[src/rtl/alu8_pkg.sv]
// Shared width default and opcode encodings for the 8-bit pipelined ALU.
package alu8_pkg;

   localparam int ALU_WIDTH = 8;

   localparam logic [2:0] OP_ADD = 3'd0;
   localparam logic [2:0] OP_SUB = 3'd1;
   localparam logic [2:0] OP_AND = 3'd2;
   localparam logic [2:0] OP_OR  = 3'd3;
   localparam logic [2:0] OP_XOR = 3'd4;
   localparam logic [2:0] OP_NOT = 3'd5;
   localparam logic [2:0] OP_SHL = 3'd6;
   localparam logic [2:0] OP_SHR = 3'd7;

endpackage

[src/rtl/alu8_core.sv]
// Purely combinational ALU operation: WIDTH-bit operands in, WIDTH+1-bit result out.
module alu8_core
   import alu8_pkg::*;
#(
   parameter int WIDTH = ALU_WIDTH
) (
   input  logic [WIDTH-1:0] a,
   input  logic [WIDTH-1:0] b,
   input  logic [2:0]       sel,
   output logic [WIDTH:0]   result
);

   // The top bit carries the carry, borrow or shifted-out bit; it is zero for logic ops.
   always_comb begin
      result = '0;
      case (sel)
         OP_ADD:  result = {1'b0, a} + {1'b0, b};
         OP_SUB:  result = {1'b0, a} - {1'b0, b};
         OP_AND:  result = {1'b0, a & b};
         OP_OR:   result = {1'b0, a | b};
         OP_XOR:  result = {1'b0, a ^ b};
         OP_NOT:  result = {1'b0, ~a};
         OP_SHL:  result = {a, 1'b0};
         OP_SHR:  result = {2'b00, a[WIDTH-1:1]};
         default: result = '0;
      endcase
   end

endmodule

[src/rtl/alu8.sv]
// Two-stage pipelined ALU: operand registers, combinational core, registered result.
module alu8
   import alu8_pkg::*;
#(
   parameter int WIDTH = ALU_WIDTH
) (
   input  logic             clk,
   input  logic             rst,
   input  logic [WIDTH-1:0] a,
   input  logic [WIDTH-1:0] b,
   input  logic [2:0]       sel,
   output logic [WIDTH:0]   result
);

   logic [WIDTH-1:0] a_q;
   logic [WIDTH-1:0] b_q;
   logic [2:0]       sel_q;
   logic [WIDTH:0]   op_result;

   // Stage 1: capture the operation; a low rst discards anything in flight.
   always_ff @(posedge clk or negedge rst) begin
      if (!rst) begin
         a_q   <= '0;
         b_q   <= '0;
         sel_q <= '0;
      end else begin
         a_q   <= a;
         b_q   <= b;
         sel_q <= sel;
      end
   end

   alu8_core #(
      .WIDTH (WIDTH)
   ) u_core (
      .a      (a_q),
      .b      (b_q),
      .sel    (sel_q),
      .result (op_result)
   );

   // Stage 2: register the computed value so the output never depends on live inputs.
   always_ff @(posedge clk or negedge rst) begin
      if (!rst) begin
         result <= '0;
      end else begin
         result <= op_result;
      end
   end

endmodule

[config.mk]
export PLATFORM = sky130hd
export DESIGN_NAME = alu8
export DESIGN_NICKNAME = d
export VERILOG_FILES = /design/src/rtl/alu8_pkg.sv /design/src/rtl/alu8_core.sv /design/src/rtl/alu8.sv
export SDC_FILE = /design/constraint.sdc
export NUM_CORES = 1
export LEC_CHECK = 0
export BUFFER_PORTS_ARGS = -buffer_cell sky130_fd_sc_hd__buf_2
export CORE_MARGIN = 2
export CORE_UTILIZATION = 25
export CTS_CLUSTER_SIZE = 20
export DETAILED_ROUTE_END_ITERATION = 10
export GPL_ROUTABILITY_DRIVEN = 0
export PLACE_DENSITY_LB_ADDON = 0.2
export SLEW_MARGIN = 5
export SYNTH_ARGS = -nofsm -noshare
export SYNTH_HDL_FRONTEND = slang
export SYNTH_SLANG_ARGS = --single-unit
[constraint.sdc]
create_clock -name clk -period 4.4 [get_ports clk]
set_clock_uncertainty 0.05 [all_clocks]
set_input_delay 0.88 -clock clk [delete_from_list [all_inputs] [get_ports clk]]
set_output_delay 0.88 -clock clk [all_outputs]
set_load 0.01 [all_outputs]
==> Yosys cells after proc, flatten, opt, wreduce, memory -nomap -nowiden <==
Cells that the tools add are included.
{ "classes": {"n_addsub": 2, "mul": 0, "div_mod_pow": 0, "magnitude_cmp": 0, "n_eq_ne": 7, "shift": 0, "n_mux": 1, "bitwise": 4, "reduce_logical": 1} }
{ "op_table": {"columns": ["cell", "n"], "rows": [
  ["$pmux 9 s8", 1],
  ["$eq 3x3->1 const B", 4],
  ["$add 8x8->9", 1],
  ["$sub 8x8->9", 1],
  ["$and 8x8->8", 1],
  ["$not 8->8", 1],
  ["$or 8x8->8", 1],
  ["$xor 8x8->8", 1],
  ["$eq 3x2->1 const B", 2],
  ["$eq 3x1->1 const B", 1],
  ["$logic_not 3->1", 1]
]} }
{ "word_totals": {"reg_bits": 28, "latch_bits": 0, "ramBits": 0, "mem_bits_ro": 0, "input_bits": 21, "output_inout_bits": 9, "word_cells": 19, "memories": 0} }

==> Longest topological paths before layout <==
{ "depth": {"ltp_word": 2, "mapped_depth": 12, "ltp_nobuf": 11} }

==> Cells and area by module <==
From an unflattened synthesis, not the netlist that was laid out.
{ "unflattened": {"cells_unflattened": 215, "area_unflattened_um2": 2015.7} }
{ "modules_own_cells": {"columns": ["mod", "instances", "cells_each", "area_each_um2", "seq_area_each_um2"], "rows": [
  ["alu8_core", 1, 187, 1315.0, 0.0],
  ["alu8", 1, 28, 700.7, 700.7]
]} }

==> Least setup slack after synthesis <==
No wires, ideal clock.
{ "synth_timing": {"path_kind": "flip-flop to flip-flop", "startpoint": "reg sel_q[1]", "endpoint": "reg result[8]", "t_arrival_ns": 2.464, "t_required_ns": 4.229, "path_slack_ns": 1.765, "path_stages_with_launch": 12, "path_buffers": 2, "period_less_slack_ns": 2.635, "cell_sequence": "dfrtp_1 -> buf_2 -> nor2_2 -> and2_0 -> buf_2 -> mux2_2 -> fa_1 -> nand2b_1 -> a21oi_1 -> o21ai_2 -> xor2_1 -> a32o_2"} }
{ "synth_between": {"elab_chain_len": 2, "word_cells_on_any_way": 9} }
{ "synth_rtl": {"columns": ["element", "line", "rtl"], "rows": [
  ["start, declared", "alu8.sv:17", "logic [2:0] sel_q;"],
  ["start signal, assigned", "alu8.sv:29", "sel_q <= sel;"],
  ["$eq 3x3->1 (tied with other cells)", "alu8_core.sv:16", "case (sel)"],
  ["$pmux 9 s8 (*)", "alu8_core.sv:16", null],
  ["net op_result[8]", "alu8.sv:18", "logic [WIDTH:0] op_result;"],
  ["end signal, assigned", "alu8.sv:47", "result <= op_result;"],
  ["end, declared", "alu8.sv:12", "output logic [WIDTH:0] result"]
]} }
Mark *: on every way through the listed nets, which the timed path passes. The rest lies on a longest branch.

==> Worst setup path after layout <==
{ "layout_timing": {"startpoint": "reg sel_q[0]", "endpoint": "reg result[8]"} }
Same word-level chain as after synthesis.

==> run_results.csv <==
group,metric,value,unit
status,outcome,"finished, final reports clean",
yosys,yosys.area_share.adder,0.173,
clocking,clock_latency,280,ps
layout,area_growth,14.6,%
yosys,synthSimpleGateAreaFrac,0.0916,
clocking,cts_made_buffers,3,
global_routing,grt_antenna_before_repair,0,
global_routing,gr-total-overflow,0,
floorplan,die-width,91.8,um
route,wl_per_cell,13.6,um
route,drtAntennaViolNets,0,
floorplan,rows,32,
sta,max_slew_margin,0.351,
yosys,synthMuxAreaShare,0.0845,
setup_path,r2r-start,"sel_q[0]$_DFF_PN0_",
setup_path,crit_path_start_kind,"register",
power_and_ir_drop,powerDensity,282,mW/mm2
yosys,synth_flop_cell,"dfrtp_1",
yosys,ys_seq_area_frac,0.364,
sta,slew_viol_final,0,
layout,nNetsFinal,262,
setup_path,reg2reg_to,"result[8]$_DFF_PN0_",
yosys,synth_top_family_by_area,"compound AO/OA/AOI/OAI gates",
power_and_ir_drop,p_int,0.426,mW
yosys,synth_top_cells_by_area,"dfrtp_1, ha_1, mux4_2",
setup_path,crit_required,4530,ps
power_and_ir_drop,swShare,0.315,
placed_design,post_dp_cell_area,0.00216,mm2
global_routing,grt_pass1_vias,1504,
sta,rsz0062_at_grt,"false",
clocking,cts_resized,0,
layout,drive_gt1_frac,0.221,
clocking,ctsHoldBuffers,0,
power_and_ir_drop,power.share.clock,0.231,
run,max_cap_violations,0,
sta,hold_viol,0,
layout,antenna-diode-count,0,
power_and_ir_drop,p_sw,0.196,mW
yosys,netlist.area_leader.share,0.364,
setup_path,critPathMaxStageDelay,1000,ps
setup_path,r2r_slack,1080,ps
setup_path,cp_max_fo,30,
setup_path,crit_slowest_cell,"dfrtp_1",
yosys,synth_top_area_cell,"dfrtp_1",
clocking,post_cts_buffers,0,
global_routing,grt_max_degree,31,
setup_path,critPathKind,"register to register",
power_and_ir_drop,ir_drop,0.111,mV
global_routing,grt_first_pass_wirelength,7.56,mm
route,vias_per_cell,4.63,
placed_design,place_hpwl,3.22,mm
global_routing,grt_use_total,0.116,
clocking,cts_buffer_depth,2,
yosys,ys_warn_count,0,
sta,finalCritPeriodShare,0.756,
setup_path,cpLargestDelayFamily,"flip-flops",
yosys,synthArstFlopShare,1.00,
layout,design_area,0.00221,mm2
power_and_ir_drop,p_seq_frac,0.475,
sta,worst_slew_pin_slew,973,ps
yosys,netlist_area,0.00193,mm2
route,drt_iter0_markers,61,
yosys,synth-xor-area-share,0.0500,
clocking,clock-sinks,28,
clocking,htree_levels,1,
sta,setup_violations,0,
yosys,synth_seq_cells,28,
route,drtPass1Iterations,4,
setup_path,critPathBufInv,0,
clocking,clk_pin_slew,100,ps
setup_path,r2r_cells,8,
min_path,min_path_type,"input port to async pin",
yosys,synth_compound_area_frac,0.173,
setup_path,critPathArrivalTime,3450,ps
sta,fin_hold_ws,560,ps
floorplan,core,0.00761,mm2
floorplan,initial_core_util,0.253,
setup_path,critPathCapture,"result[8]$_DFF_PN0_",
yosys,syn_inst,188,
clocking,cts_tree,"done",
floorplan,ios,30,
setup_path,cp.depth,8,
yosys,syn_area_per_cell,10.2,um2
setup_path,crit_chain,"and2_0 > mux2_2 > fa_1 > nand2b_1 > a21oi_1 > o21ai_2 > xor2_1 > a32o_2",
route,drc,0,
route,drt-total-wl,4.29,mm
power_and_ir_drop,pwr-share-comb,0.294,
yosys,synth_edf_count,0,
sta,min_period,3320,ps
setup_path,cp-end-kind,"register",
yosys,yosysUniqueCellTypes,50,
floorplan,die_area,0.00842,mm2
sta,clock.fmax,0.301,GHz
route,vias,1459,
floorplan,die_h,91.8,um
placed_design,portBuffers,29,
clocking,root_buffer,"clkbuf_8",
power_and_ir_drop,p_leak,1.05,nW
sta,tns,0,ps
yosys,syn-num-nets,235,
setup_path,crit_start,"sel_q[0]$_DFF_PN0_",
[how the worst min path moves through the flow]
stage                  startpoint                  end  slack, ps  cells after the start
6_report                      rst  result[5]$_DFF_PN0_        560                      1
4_1_cts                       rst  result[3]$_DFF_PN0_        600                      1
3_5_place_dp     a_q[7]$_DFF_PN0_  result[8]$_DFF_PN0_        580                      1
3_3_place_gp   sel_q[1]$_DFF_PN0_  result[7]$_DFF_PN0_        580                      2
5_1_grt                       rst  result[7]$_DFF_PN0_        610                      1
2_1_floorplan  sel_q[2]$_DFF_PN0_  result[7]$_DFF_PN0_        520                      2
[worst reg2reg max path, stage by stage (launching register included)]
cell and delay [ps]:
dfrtp_1 1000, and2_0 450, mux2_2 410, fa_1 420, nand2b_1 170, a21oi_1 230
o21ai_2 100, xor2_1 160, a32o_2 220
[power by group through the flow]
stage          Clock [mW]  Sequential, mW  Combinational, mW
3_5_place_dp            0           0.302              0.183
3_3_place_gp            0           0.302              0.182
4_1_cts             0.157           0.296              0.184
6_report            0.144           0.296              0.183
2_1_floorplan           0           0.301              0.127
5_1_grt             0.170           0.299              0.209
[cell usage in the layout, fill, tap and decap left out, types with 2 or more instances in the layout]
cell type and count:
a21o_1 2, a21oi_1 10, a22oi_1 2, a31oi_1 4
buf_2 29, buf_4 2, clkbuf_8 3, dfrtp_1 28
ha_1 25, inv_1 19, mux2_2 2, mux2i_1 5
mux4_2 4, nand2_1 8, nand2b_1 3, nor2_1 11
nor2b_1 2, nor3_1 3, nor4_1 2, o211ai_1 2
o21ai_0 9, xnor2_1 9, xor2_1 2
[kinds of logic after synthesis]
family | after synthesis
AOI/OAI and AO/OA | 47
and+or+nand+nor | 36
buffers and inverters | 29
DFF | 28
adders and majority gates | 26
xor gates and xnor gates | 11
muxes | 11
[registers in the layout, summed over array words and instances (netlist names)]
| name | count |
|---|---|
| a_q | 8 |
| result | 9 |
| b_q | 8 |
| sel_q | 3 |
[synthesized netlist by cell type, types with 3 or more instances]
cell type   n
buf_2       6
a21oi_1    10
xnor2_1     9
mux2i_1     5
dfrtp_1    28
nor2_1     11
o21ai_0     9
nand2b_1    3
inv_1      19
nor3_1      3
ha_1       25
mux4_2      4
a31oi_1     4
nand2_1     8
[final cells by class]
cell class,instances,area (um2)
Multi-Input combinational cell,131,1100
Clock buffer,3,41.3
Tap cell,102,128
Inverter,20,75.1
Sequential cell,28,701
Fill cell,843,5400
Timing Repair Buffer,31,160
[stage by stage]
step                      instances  setup slack (ps)  power (mW)  utilization
after global placement          312              1120       0.484        0.285
after CTS                       315              1040       0.638        0.290
final                           315              1080       0.622        0.290
after detailed placement        312              1050       0.485        0.285
after global routing            315               795       0.679        0.290
after floorplan                 188              1770       0.429            -
[metal layers]
| metal | vias to the layer above | global-route usage | share of wire |
|---|---|---|---|
| met5 | - | 0 | 0 |
| met4 | 0 | 0.0485 | 0.020 |
| met3 | 5 | 0.0189 | 0.045 |
| met2 | 54 | 0.175 | 0.43 |
| met1 | 685 | 0.164 | 0.51 |
| li1 | 715 | - | - |
Power figures use the tool's default switching activity.
